`src/rtl/tx_pkg.sv`:
```
// ---------------------------------------------------------------------------
// tx_pkg
// Shared Tx-path types for the soft-value (LLR) datapath. The same word
// record is used by the Rx serial-to-parallel collector and its bench, so
// a word can be passed between the two without repacking.
//
// Contents:
//   LLR_W      width of one signed sample
//   LLR_N      samples per parallel word
//   llr_t      one signed sample
//   llr_word_t one parallel word of LLR_N samples plus packet/frame flags
// ---------------------------------------------------------------------------
package tx_pkg;

    localparam int LLR_W = 5;
    localparam int LLR_N = 8;

    typedef logic signed [LLR_W-1:0] llr_t;

    typedef struct {
        llr_t s [LLR_N];
        logic sop;
        logic eop;
        logic eof;
    } llr_word_t;

endpackage

```
`src/rtl/llr_demux.sv`:
```
// ---------------------------------------------------------------------------
// llr_demux
// Parallel-to-serial converter for the Tx path. Takes one word of N signed
// W-bit samples with packet flags and emits the samples one per cycle,
// element 0 first, under downstream backpressure. A one-word holding
// register in front of the shifting stage lets the next word be queued
// while the current one drains, so the output runs gap-free at full rate.
//
// Ports:
//   clk_h   in   clock
//   rst     in   asynchronous active-high reset
//   ival    in   input word valid
//   isop    in   word is first of packet
//   ieop    in   word is last of packet
//   ieof    in   word is last of frame
//   ibit    in   N x W signed parallel samples, ibit[0] emitted first
//   ordy    out  block can accept a word this cycle (registered)
//   oval    out  serial sample valid
//   osop    out  start of packet, on sample 0 of an isop word
//   oeop    out  end of packet, on sample N-1 of an ieop word
//   oeof    out  end of frame, on sample N-1 of an ieof word
//   obit    out  serial sample
//   iready  in   downstream accepts the sample this cycle
//
// The hold register and the stage use the shared llr_word_t record, so W
// and N must stay equal to LLR_W and LLR_N of tx_pkg.
// ---------------------------------------------------------------------------
module llr_demux
    import tx_pkg::*;
#(
    parameter int W = LLR_W,
    parameter int N = LLR_N
) (
    input  logic                clk_h,
    input  logic                rst,
    input  logic                ival,
    input  logic                isop,
    input  logic                ieop,
    input  logic                ieof,
    input  logic signed [W-1:0] ibit [0:N-1],
    output logic                ordy,
    output logic                oval,
    output logic                osop,
    output logic                oeop,
    output logic                oeof,
    output logic signed [W-1:0] obit,
    input  logic                iready
);

    localparam int             CW       = $clog2(N);
    localparam logic [CW-1:0]  LAST_IDX = CW'(N - 1);

    llr_word_t     r_hold;
    logic          r_holdValid;
    llr_word_t     r_stage;
    logic          r_stageValid;
    logic [CW-1:0] r_cnt;
    logic          r_ordy;

    logic w_accept;
    logic w_advance;
    logic w_lastOut;
    logic w_xfer;
    logic w_holdValidNext;

    // Handshake decode. A transfer from hold into the stage happens either
    // into an empty stage or on the very edge the stage hands off its last
    // sample, which is what keeps oval continuous across word boundaries.
    always_comb begin
        w_accept        = ival & r_ordy;
        w_advance       = r_stageValid & iready;
        w_lastOut       = w_advance & (r_cnt == LAST_IDX);
        w_xfer          = r_holdValid & (~r_stageValid | w_lastOut);
        w_holdValidNext = w_accept | (r_holdValid & ~w_xfer);
    end

    // Hold register. A new word may land on the same edge the old one moves
    // into the stage; the new word wins. ordy is the registered inverse of
    // the next hold-valid so it comes straight from a flop, and stays low
    // throughout reset.
    always_ff @(posedge clk_h or posedge rst) begin
        if (rst) begin
            r_holdValid <= 1'b0;
            r_ordy      <= 1'b0;
            r_hold.sop  <= 1'b0;
            r_hold.eop  <= 1'b0;
            r_hold.eof  <= 1'b0;
            for (int i = 0; i < N; i++) begin
                r_hold.s[i] <= '0;
            end
        end else begin
            r_holdValid <= w_holdValidNext;
            r_ordy      <= ~w_holdValidNext;
            if (w_accept) begin
                r_hold.sop <= isop;
                r_hold.eop <= ieop;
                r_hold.eof <= ieof;
                for (int i = 0; i < N; i++) begin
                    r_hold.s[i] <= ibit[i];
                end
            end
        end
    end

    // Output stage. The counter selects the sample on the output; it only
    // moves when the downstream takes a sample, so a stall freezes both the
    // sample and the position-dependent flags. After the last sample the
    // stage either reloads from hold or drains empty.
    always_ff @(posedge clk_h or posedge rst) begin
        if (rst) begin
            r_stageValid <= 1'b0;
            r_cnt        <= '0;
            r_stage.sop  <= 1'b0;
            r_stage.eop  <= 1'b0;
            r_stage.eof  <= 1'b0;
            for (int i = 0; i < N; i++) begin
                r_stage.s[i] <= '0;
            end
        end else begin
            if (w_xfer) begin
                r_stage      <= r_hold;
                r_stageValid <= 1'b1;
                r_cnt        <= '0;
            end else if (w_lastOut) begin
                r_stageValid <= 1'b0;
                r_cnt        <= '0;
            end else if (w_advance) begin
                r_cnt <= r_cnt + 1'b1;
            end
        end
    end

    // Serial outputs are forced to zero whenever no sample is presented so
    // stale stage contents never leak onto obit or the flags.
    always_comb begin
        ordy = r_ordy;
        oval = r_stageValid;
        obit = '0;
        osop = 1'b0;
        oeop = 1'b0;
        oeof = 1'b0;
        if (r_stageValid) begin
            obit = r_stage.s[r_cnt];
            osop = r_stage.sop & (r_cnt == '0);
            oeop = r_stage.eop & (r_cnt == LAST_IDX);
            oeof = r_stage.eof & (r_cnt == LAST_IDX);
        end
    end

endmodule

```
`config.mk`:
```
export PLATFORM = sky130hd
export DESIGN_NAME = llr_demux
export DESIGN_NICKNAME = d
export VERILOG_FILES = /design/src/rtl/tx_pkg.sv /design/src/rtl/llr_demux.sv
export SDC_FILE = /design/constraint.sdc
export NUM_CORES = 1
export LEC_CHECK = 0
export CAP_MARGIN = 20
export CORE_ASPECT_RATIO = 0.8
export CORE_UTILIZATION = 30
export DETAILED_ROUTE_END_ITERATION = 12
export GPL_ROUTABILITY_DRIVEN = 0
export PLACE_DENSITY = 0.62
export SYNTH_ARGS = -nofsm -noshare
export SYNTH_HDL_FRONTEND = slang
export SYNTH_SLANG_ARGS = --single-unit
```
`constraint.sdc`:
```
create_clock -name clk_h -period 2.87 [get_ports clk_h]
set_clock_uncertainty 0.2 [all_clocks]
set_input_delay 0.574 -clock clk_h [delete_from_list [all_inputs] [get_ports clk_h]]
set_output_delay 0.574 -clock clk_h [all_outputs]
set_load 0.01 [all_outputs]
```
# ---- Word level (Yosys, flattened, before mapping)
# Index checks and enable logic that the tools add are counted.
dict set report word_totals {
  word_cells 58
  input_bits 47
  output_inout_bits 10
  ff_bits 92
}
dict set report op_classes {
  reduce_logical 3
  order_cmp 1
  n_bitwise 14
  n_eq_ne 1
  n_mux 12
  addsub 1
}
# operator n
set op_table {}
lappend op_table {{binary-select mux 5 bit (select 3 bit)} 1}
lappend op_table {{two-way mux 5 bit} 3}
lappend op_table {{two-way mux 3 bit} 3}
lappend op_table {{AND 1 bit} 8}
lappend op_table {{two-way mux 1 bit} 5}
lappend op_table {{greater-or-equal comparator 4 bit (second input constant)} 1}
lappend op_table {{NOT 3 -> 4 bit} 1}
lappend op_table {{adder 3 x 1 -> 3 bit (second input constant)} 1}
lappend op_table {{== test 3 bit (second input constant)} 1}
lappend op_table {{logical NOT 3 bit} 1}
lappend op_table {{NOT 1 bit} 3}
lappend op_table {{nonzero test 3 bit} 1}
lappend op_table {{OR 1 bit} 2}
lappend op_table {{nonzero test 2 bit} 1}

# ---- Logic depth before layout (Yosys ltp)
# Gate-level depths: netlist of the first run.
dict set report logic_depth {
  word_depth 8
  depth_mapped 7
}

# ---- Worst setup path before layout of the first run
# No wires, ideal clock.
dict set report synth_path {
  kind {register to output}
  start {reg r_cnt[2]}
  end {out obit[3]}
  t_arrival_ps 1274
  slack_ps 822
  n_path_buf 2
  stages_incl_launch_ff 6
  required_ps 2096
  path_cell_list {dfrtp_1 -> buf_4 -> buf_4 -> mux4_2 -> nor2_1 -> a311oi_1}
}
dict set report synth_between {
  elab_chain_len 5
}
# element line_no
set synth_lines {}
lappend synth_lines {{from (decl)} llr_demux.sv:57} ;# logic [CW-1:0] r_cnt;
lappend synth_lines {{from (signal assigned)} llr_demux.sv:128} ;# r_cnt <= r_cnt + 1'b1;
lappend synth_lines {{NOT 3 -> 4 bit (not written as such)} llr_demux.sv:143} ;# obit = r_stage.s[r_cnt];
lappend synth_lines {{binary-select mux 5 bit (select 3 bit)} llr_demux.sv:143}
lappend synth_lines {{two-way mux 5 bit (not written as such) (2 in a row)} llr_demux.sv:143}
lappend synth_lines {{two-way mux 5 bit} llr_demux.sv:142} ;# if (r_stageValid) begin
lappend synth_lines {{to (decl)} llr_demux.sv:46} ;# output logic signed [W-1:0] obit,
# No other way between the ends. The select of a mux whose other input is x is not followed.

# ---- Final worst setup path of the first run
dict set report layout_path {
  start {reg r_cnt[1]}
  end {out osop}
}
dict set report layout_between {
  elab_chain_len 3
}
# element line_no
set layout_lines {}
lappend layout_lines {{logical NOT 3 bit} llr_demux.sv:144} ;# osop = r_stage.sop & (r_cnt == '0);
lappend layout_lines {{AND 1 bit} llr_demux.sv:144}
lappend layout_lines {{two-way mux 1 bit} llr_demux.sv:142}
lappend layout_lines {{to (decl)} llr_demux.sv:43} ;# output logic osop,
# No other way between the ends.

==> flow_summary_export.csv, run 1 <==
group,metric,value,unit
cells_and_area,fin_nets,360,
logic_synthesis,synth_area_per_cell,16.6,sq um
logic_synthesis,synth_mux_area_share,33.7,%
sta,grt_setup_unrepaired,"no",
run_status,status,"finished clean",
critical_path,critPathKind,"flop to output pin",
route,drt-initial-drc-count,142,
run,max_cap_violations,0,
sta,worstMarginPinSlew,506,ps
logic_synthesis,synthSimpleGateAreaFrac,2.34,%
power_and_ir_drop,finalPower,0.00525,W
critical_path,path_depth,6,
placement,place_worst_setup_slack,165,ps
logic_synthesis,synth_top_area_share,56.5,%
sta,period_share,97.1,%
cells_and_area,antenna_cells,0,
logic_synthesis,synth.area.top_cells,"dfrtp_1 57%, mux2_4 15%, mux2_2 14%",
placement,port_buffers,56,
critical_path,crit_fanout,5,
logic_synthesis,synth_async_sr_flop_share,100,%
cells_and_area,fillCellCount,1214,
logic_synthesis,synth_cells,246,
sta,max_freq,0.359,GHz
clock_tree,cts-htree-levels,3,
sta,finalHoldViolCount,0,
logic_synthesis,ys_types,26,
route,drc,0,
sta,setup_viol,0,
clock_tree,cts_tree,"done",
cells_and_area,final_common_cell,"dfrtp_1",
route,ant_nets,0,
clock_tree,numCtsBuffers,9,
floorplanning,start_util,31.2,%
logic_synthesis,seq_area_frac_synth,56.5,%
critical_path,arrival,2010,ps
sta,final_max_slew_viol_count,0,
logic_synthesis,synthXorXnorAreaFrac,0,%
critical_path,r2r_cells,7,
critical_path,reg2reg_from,"r_cnt[1]",
cells_and_area,seqCellArea,2300,sq um
logic_synthesis,synth_top_family_by_area,"multiplexers",
critical_path,crit_path_end,"osop",
power_and_ir_drop,vdd_drop_max,0.000359,V
logic_synthesis,synth_seq_cells,92,
cells_and_area,fin_util,39.5,%
global_route,grtUsageTotal,11.7,%
floorplanning,rows,37,
placement,dpl.hpwl,5.01,mm
placement,place_inst,472,
logic_synthesis,synth_edf_count,0,
clock_tree,clock_latency,330,ps
cells_and_area,syn2layout_area_growth,26.6,%
power_and_ir_drop,power_density,1020,nW/um^2
route,num_vias,2152,
route,via_per_inst,4.41,
logic_synthesis,synth_largest_area_cell,"dfrtp_1",
critical_path,cp_slowest_cell,"clkdlybuf4s50_1",
clock_tree,cts.sinks,92,
logic_synthesis,synth-compound-area-share,2.52,%
min_path,hold_path_class,"flop to flop",
critical_path,cp_slowest_stage_delay,540,ps
clock_tree,cts.path.max_buffers,2,
route,dr.pass1.iters,4,
cells_and_area,instances_no_fill,488,
logic_synthesis,synth_fa_ha_area_share,0.922,%
critical_path,cp_data_required_time,2100,ps
route,drt-total-wl,7.41,mm
clock_tree,ctsHoldBuffers,0,
logic_synthesis,synth_nets,296,
cells_and_area,drive_gt1_share,41.5,%
logic_synthesis,synth_warnings,0,
clock_tree,clkTransAtPathRegs,60,ps
critical_path,worstReg2RegEnd,"r_stage[32]",
cells_and_area,multi_input_area,1640,sq um
floorplanning,dieArea,14000,sq um
power_and_ir_drop,leakage,2.35,nW
floorplanning,die_h,106,microns
cells_and_area,final_cell_mix,"91 x dfrtp_1, 52 x mux2_2, 52 x clkdlybuf4s50_1, 40 x mux2_4, 9 x clkbuf_16",
logic_synthesis,netlist_area,4070,sq um
sta,finalWorstSetupSlack,82.0,ps
critical_path,crit_family,"buffers and inverters",
global_route,grt_pass1_wl,12.8,mm
floorplanning,fp.dieW,132,microns
sta,period_needed,2790,ps
logic_synthesis,ys.flop_type,"dfrtp_1",
critical_path,startpoint,"r_cnt[1]",
critical_path,cp_num_buf_inv,4,
global_route,antenna_found_initial,0,
global_route,gr-total-overflow,0,
sta,fin_hold_ws,302,ps
critical_path,start_kind,"flop",
floorplanning,coreArea,13100,sq um
sta,slew_headroom,66.2,%
floorplanning,pin_count,57,
clock_tree,root_buffer,"clkbuf_16",
global_route,grt_max_degree,93,
critical_path,r2r_slack,530,ps
critical_path,path_cells,"buf_2 > buf_4 > inv_1 > ha_1 > and4b_1 > clkdlybuf4s50_1",
critical_path,endpoint_kind,"output pin",
global_route,grt_pass1_vias,2426,
route,post_drt_wl_per_cell,15.2,microns
## cell usage after synthesis (3+ instances only)
master / count
inv_1: 3
buf_2: 4
nand2_1: 4
mux2i_1: 6
buf_12: 4
mux2_4: 40
a311oi_1: 5
mux2_2: 52
buf_4: 3
o21ai_0: 5
mux4_1: 4
dfrtp_1: 92
nor2_1: 6
ha_1: 3
## cell type report
class,instances,share of cell area (%)
sequential,92,44.7
multi-input combinational,137,31.7
timing repair buffer,67,13.1
clock buffer,10,4.44
tap,175,4.25
clock inverter,4,1.48
inverter,3,0.291
## worst register-to-register path, stage by stage, from the launching register on
cell and delay, ps:
dfrtp_2 440, buf_6 150, ha_1 180, ha_2 210
a21boi_2 180, nand2b_4 160, buf_4 320, mux2_2 380
## layer usage
metal	wire, microns	vias to the layer above	track usage, %
met2	3230	44	16.7
met5	0	-	0
met1	3820	1086	16.9
met3	225	11	2.67
met4	130	0	5.01
li1	-	1011	-
## logic make-up after synthesis
logic type	after synthesis
mux	103
flops	92
buf+inv	17
simple gates	17
compound gates	14
fa+ha+maj	3
## where the power goes
group / leakage, nW / internal, W / total (W) / switching [W]
Combinational: 1.11 / 0.00116 / 0.00172 / 0.000562
Clock: 0.145 / 0.000754 / 0.00121 / 0.000458
Sequential: 1.10 / 0.00193 / 0.00232 / 0.000389
## how the worst min path moves through the flow
stage / start / depth (start not counted) / endpoint / slack, ps
after floorplan: r_stage[32] / 1 / r_stage[32] / 270
after global placement: r_hold[36] / 1 / r_stage[36] / 290
after detailed placement: r_stage[1] / 1 / r_stage[1] / 290
after CTS: r_hold[1] / 1 / r_stage[1] / 300
after global routing: r_stage[0] / 1 / r_stage[0] / 310
final: r_stage[0] / 1 / r_stage[0] / 300
## per-stage QoR
stage	setup TNS, ps	area [sq um]
after floorplan	0	4080
after global placement	0	4810
after detailed placement	0	4810
after CTS	-18.8	5130
after global routing	0	5150
final	0	5150
## what timing repair did
item                                    CTS  global route
resized for setup                         8             3
setup buffers                             0             1
pin swaps                                 3             0
endpoints found under the hold margin     0             0
endpoints found under the setup margin    7             5
gates cloned                              0             1
## state kept, by name (all words and copies together) (netlist names)
| name | cells |
|---|---|
| r_cnt | 3 |
| ordy | 1 |
| r_hold | 43 |
| r_holdValid | 1 |
| oval | 1 |
| r_stage | 43 |
No activity file was read; power rests on OpenSTA's default activity.
==> inputs of run 2 (changes only) <==
Settings changed: CAP_MARGIN 20 to unset, SKIP_LAST_GASP set to 1.
==> run 2 against run 1 <==
Compared with the run above:
- sequential cell count unchanged
- combinational power about the same
- fmax about the same
- sequential share of layout area down 0.13 points
- wire length down 0.95%
- register-to-register slack about the same
- count of clock-buffer cells in the layout unchanged
- sequential power about the same
- non-clock buffer count unchanged
- die area unchanged
- largest cell class unchanged
- critical path type unchanged
- cell count unchanged
==> flow_summary_export.csv, run 2 (synthesis gave the netlist of run 1 again) <==
group,metric,value,unit
critical_path,cp_slowest_stage_delay,530,ps
cells_and_area,fin_area,5170,sq um
placement,place_inst,472,
placement,port_buffers,56,
clock_tree,clkTransAtPathRegs,60,ps
critical_path,start_kind,"flop",
route,num_vias,2145,
critical_path,crit_fanout,5,
floorplanning,start_util,31.2,%
floorplanning,coreArea,13100,sq um
power_and_ir_drop,vdd_drop_max,0.000352,V
cells_and_area,fin_util,39.6,%
sta,max_freq,0.359,GHz
critical_path,cp_slowest_cell,"clkdlybuf4s50_1",
critical_path,endpoint_kind,"output pin",
route,dr.pass1.iters,4,
floorplanning,dieArea,14000,sq um
sta,slew_headroom,65.9,%
cells_and_area,syn2layout_area_growth,26.9,%
power_and_ir_drop,clockPowerShare,23.1,%
clock_tree,cts.path.max_buffers,2,
global_route,antenna_found_initial,0,
run,max_cap_violations,0,
clock_tree,cts.sinks,92,
global_route,grtUsageTotal,11.7,%
clock_tree,cts-htree-levels,3,
clock_tree,numCtsBuffers,9,
route,drt-initial-drc-count,133,
min_path,hold_start,"r_stage[0]",
route,drt-total-wl,7.34,mm
cells_and_area,fin_nets,360,
critical_path,startpoint,"r_cnt[2]",
sta,setup_viol,0,
sta,final_max_slew_viol_count,0,
critical_path,reg2reg_from,"r_cnt[2]",
critical_path,crit_top_cell,"buf_4",
cells_and_area,instances_no_fill,488,
route,drc,0,
clock_tree,root_buffer,"clkbuf_16",
critical_path,crit_family,"buffers and inverters",
floorplanning,die_h,106,microns
floorplanning,rows,37,
critical_path,arrival,2010,ps
power_and_ir_drop,combPwrFrac,33.0,%
floorplanning,pin_count,57,
run_status,status,"finished clean",
placement,place_area,4810,sq um
sta,finalHoldViolCount,0,
power_and_ir_drop,swShare,26.8,%
power_and_ir_drop,power_density,1020,nW/um^2
cells_and_area,final_common_cell,"dfrtp_1",
route,via_per_inst,4.40,
route,ant_nets,0,
power_and_ir_drop,finalPower,0.00526,W
power_and_ir_drop,p_seq_share,43.9,%
sta,worstMarginPinSlew,512,ps
cells_and_area,antenna_cells,0,
clock_tree,clock_latency,330,ps
power_and_ir_drop,internal-power,0.00385,W
placement,dpl.hpwl,5.01,mm
sta,grt_setup_unrepaired,"no",
cells_and_area,drive_gt1_share,41.2,%
global_route,grt_pass1_vias,2425,
clock_tree,ctsHoldBuffers,0,
clock_tree,cts_tree,"done",
sta,period_needed,2790,ps
power_and_ir_drop,switching_power,0.00141,W
critical_path,cp_data_required_time,2100,ps
cells_and_area,final_cell_mix,"92 x dfrtp_1, 52 x mux2_2, 51 x clkdlybuf4s50_1, 40 x mux2_4, 9 x clkbuf_16",
global_route,grt_max_degree,93,
power_and_ir_drop,leakage,2.38,nW
min_path,hold_path_class,"flop to flop",
critical_path,cp_num_buf_inv,3,
global_route,gr-total-overflow,0,
floorplanning,fp.dieW,132,microns
cells_and_area,reg_top3,"r_hold: 43 flops, r_stage: 43 flops, r_cnt: 3 flops",
global_route,grt_pass1_wl,12.8,mm
critical_path,path_cells,"buf_4 > buf_4 > ha_2 > and3_2 > clkdlybuf4s50_1",
route,post_drt_wl_per_cell,15.0,microns
critical_path,critPathKind,"flop to output pin",
sta,period_share,97.1,%
run 2: final cells by class:
class | instances | area (sq um)
flip-flops and latches | 92 | 2300
clock buffers | 10 | 229
inverters | 3 | 15.0
repair buffers | 67 | 686
fillers | 1216 | 7890
multi-input cells | 137 | 1640
clock inverters | 4 | 76.3
well taps | 175 | 219
run 2: worst paths after layout:
kind / endpoint / slack (ps) / cells past startpoint
setup / recovery: oeop / 80 / 5
hold / removal: r_stage[0] / 300 / 1
setup reg to reg: r_stage[32] / 530 / 7
hold reg to reg: r_stage[0] / 300 / 1
max in group asynchronous: r_stage[21] / 1550 / 3
min in group asynchronous: r_hold[26] / 500 / 3
run 2: per-stage QoR:
stage	worst slack, ps	setup TNS, ps	hold WS [ps]
after floorplan	822	0	270
after global placement	207	0	287
after CTS	-100	-138	303
final	83.6	0	302
after detailed placement	165	0	289
after global routing	1.39	0	310
run 2: layer usage:
| layer | up-vias | GRT usage (%) | wire (microns) |
|---|---|---|---|
| met1 | 1078 | 16.9 | 3810 |
| met4 | 0 | 4.93 | 145 |
| met5 | - | 0 | 0 |
| met3 | 12 | 2.67 | 232 |
| li1 | 1012 | - | - |
| met2 | 43 | 16.7 | 3150 |
run 2: power by group through the flow:
stage	Combinational, W	Sequential, W	Clock [W]
3_3_place_gp	0.00167	0.00233	0
4_1_cts	0.00173	0.00232	0.00125
2_1_floorplan	0.00135	0.00217	0
5_1_grt	0.00189	0.00240	0.00131
6_report	0.00173	0.00231	0.00121
3_5_place_dp	0.00172	0.00233	0
run 2: repair_timing:
item | 4_1_cts | 5_1_grt
cloned | 0 | 0
endpoints found under the setup margin | 7 | 6
pin swaps | 3 | 0
gates resized for setup | 6 | 5
setup buffers | 0 | 2
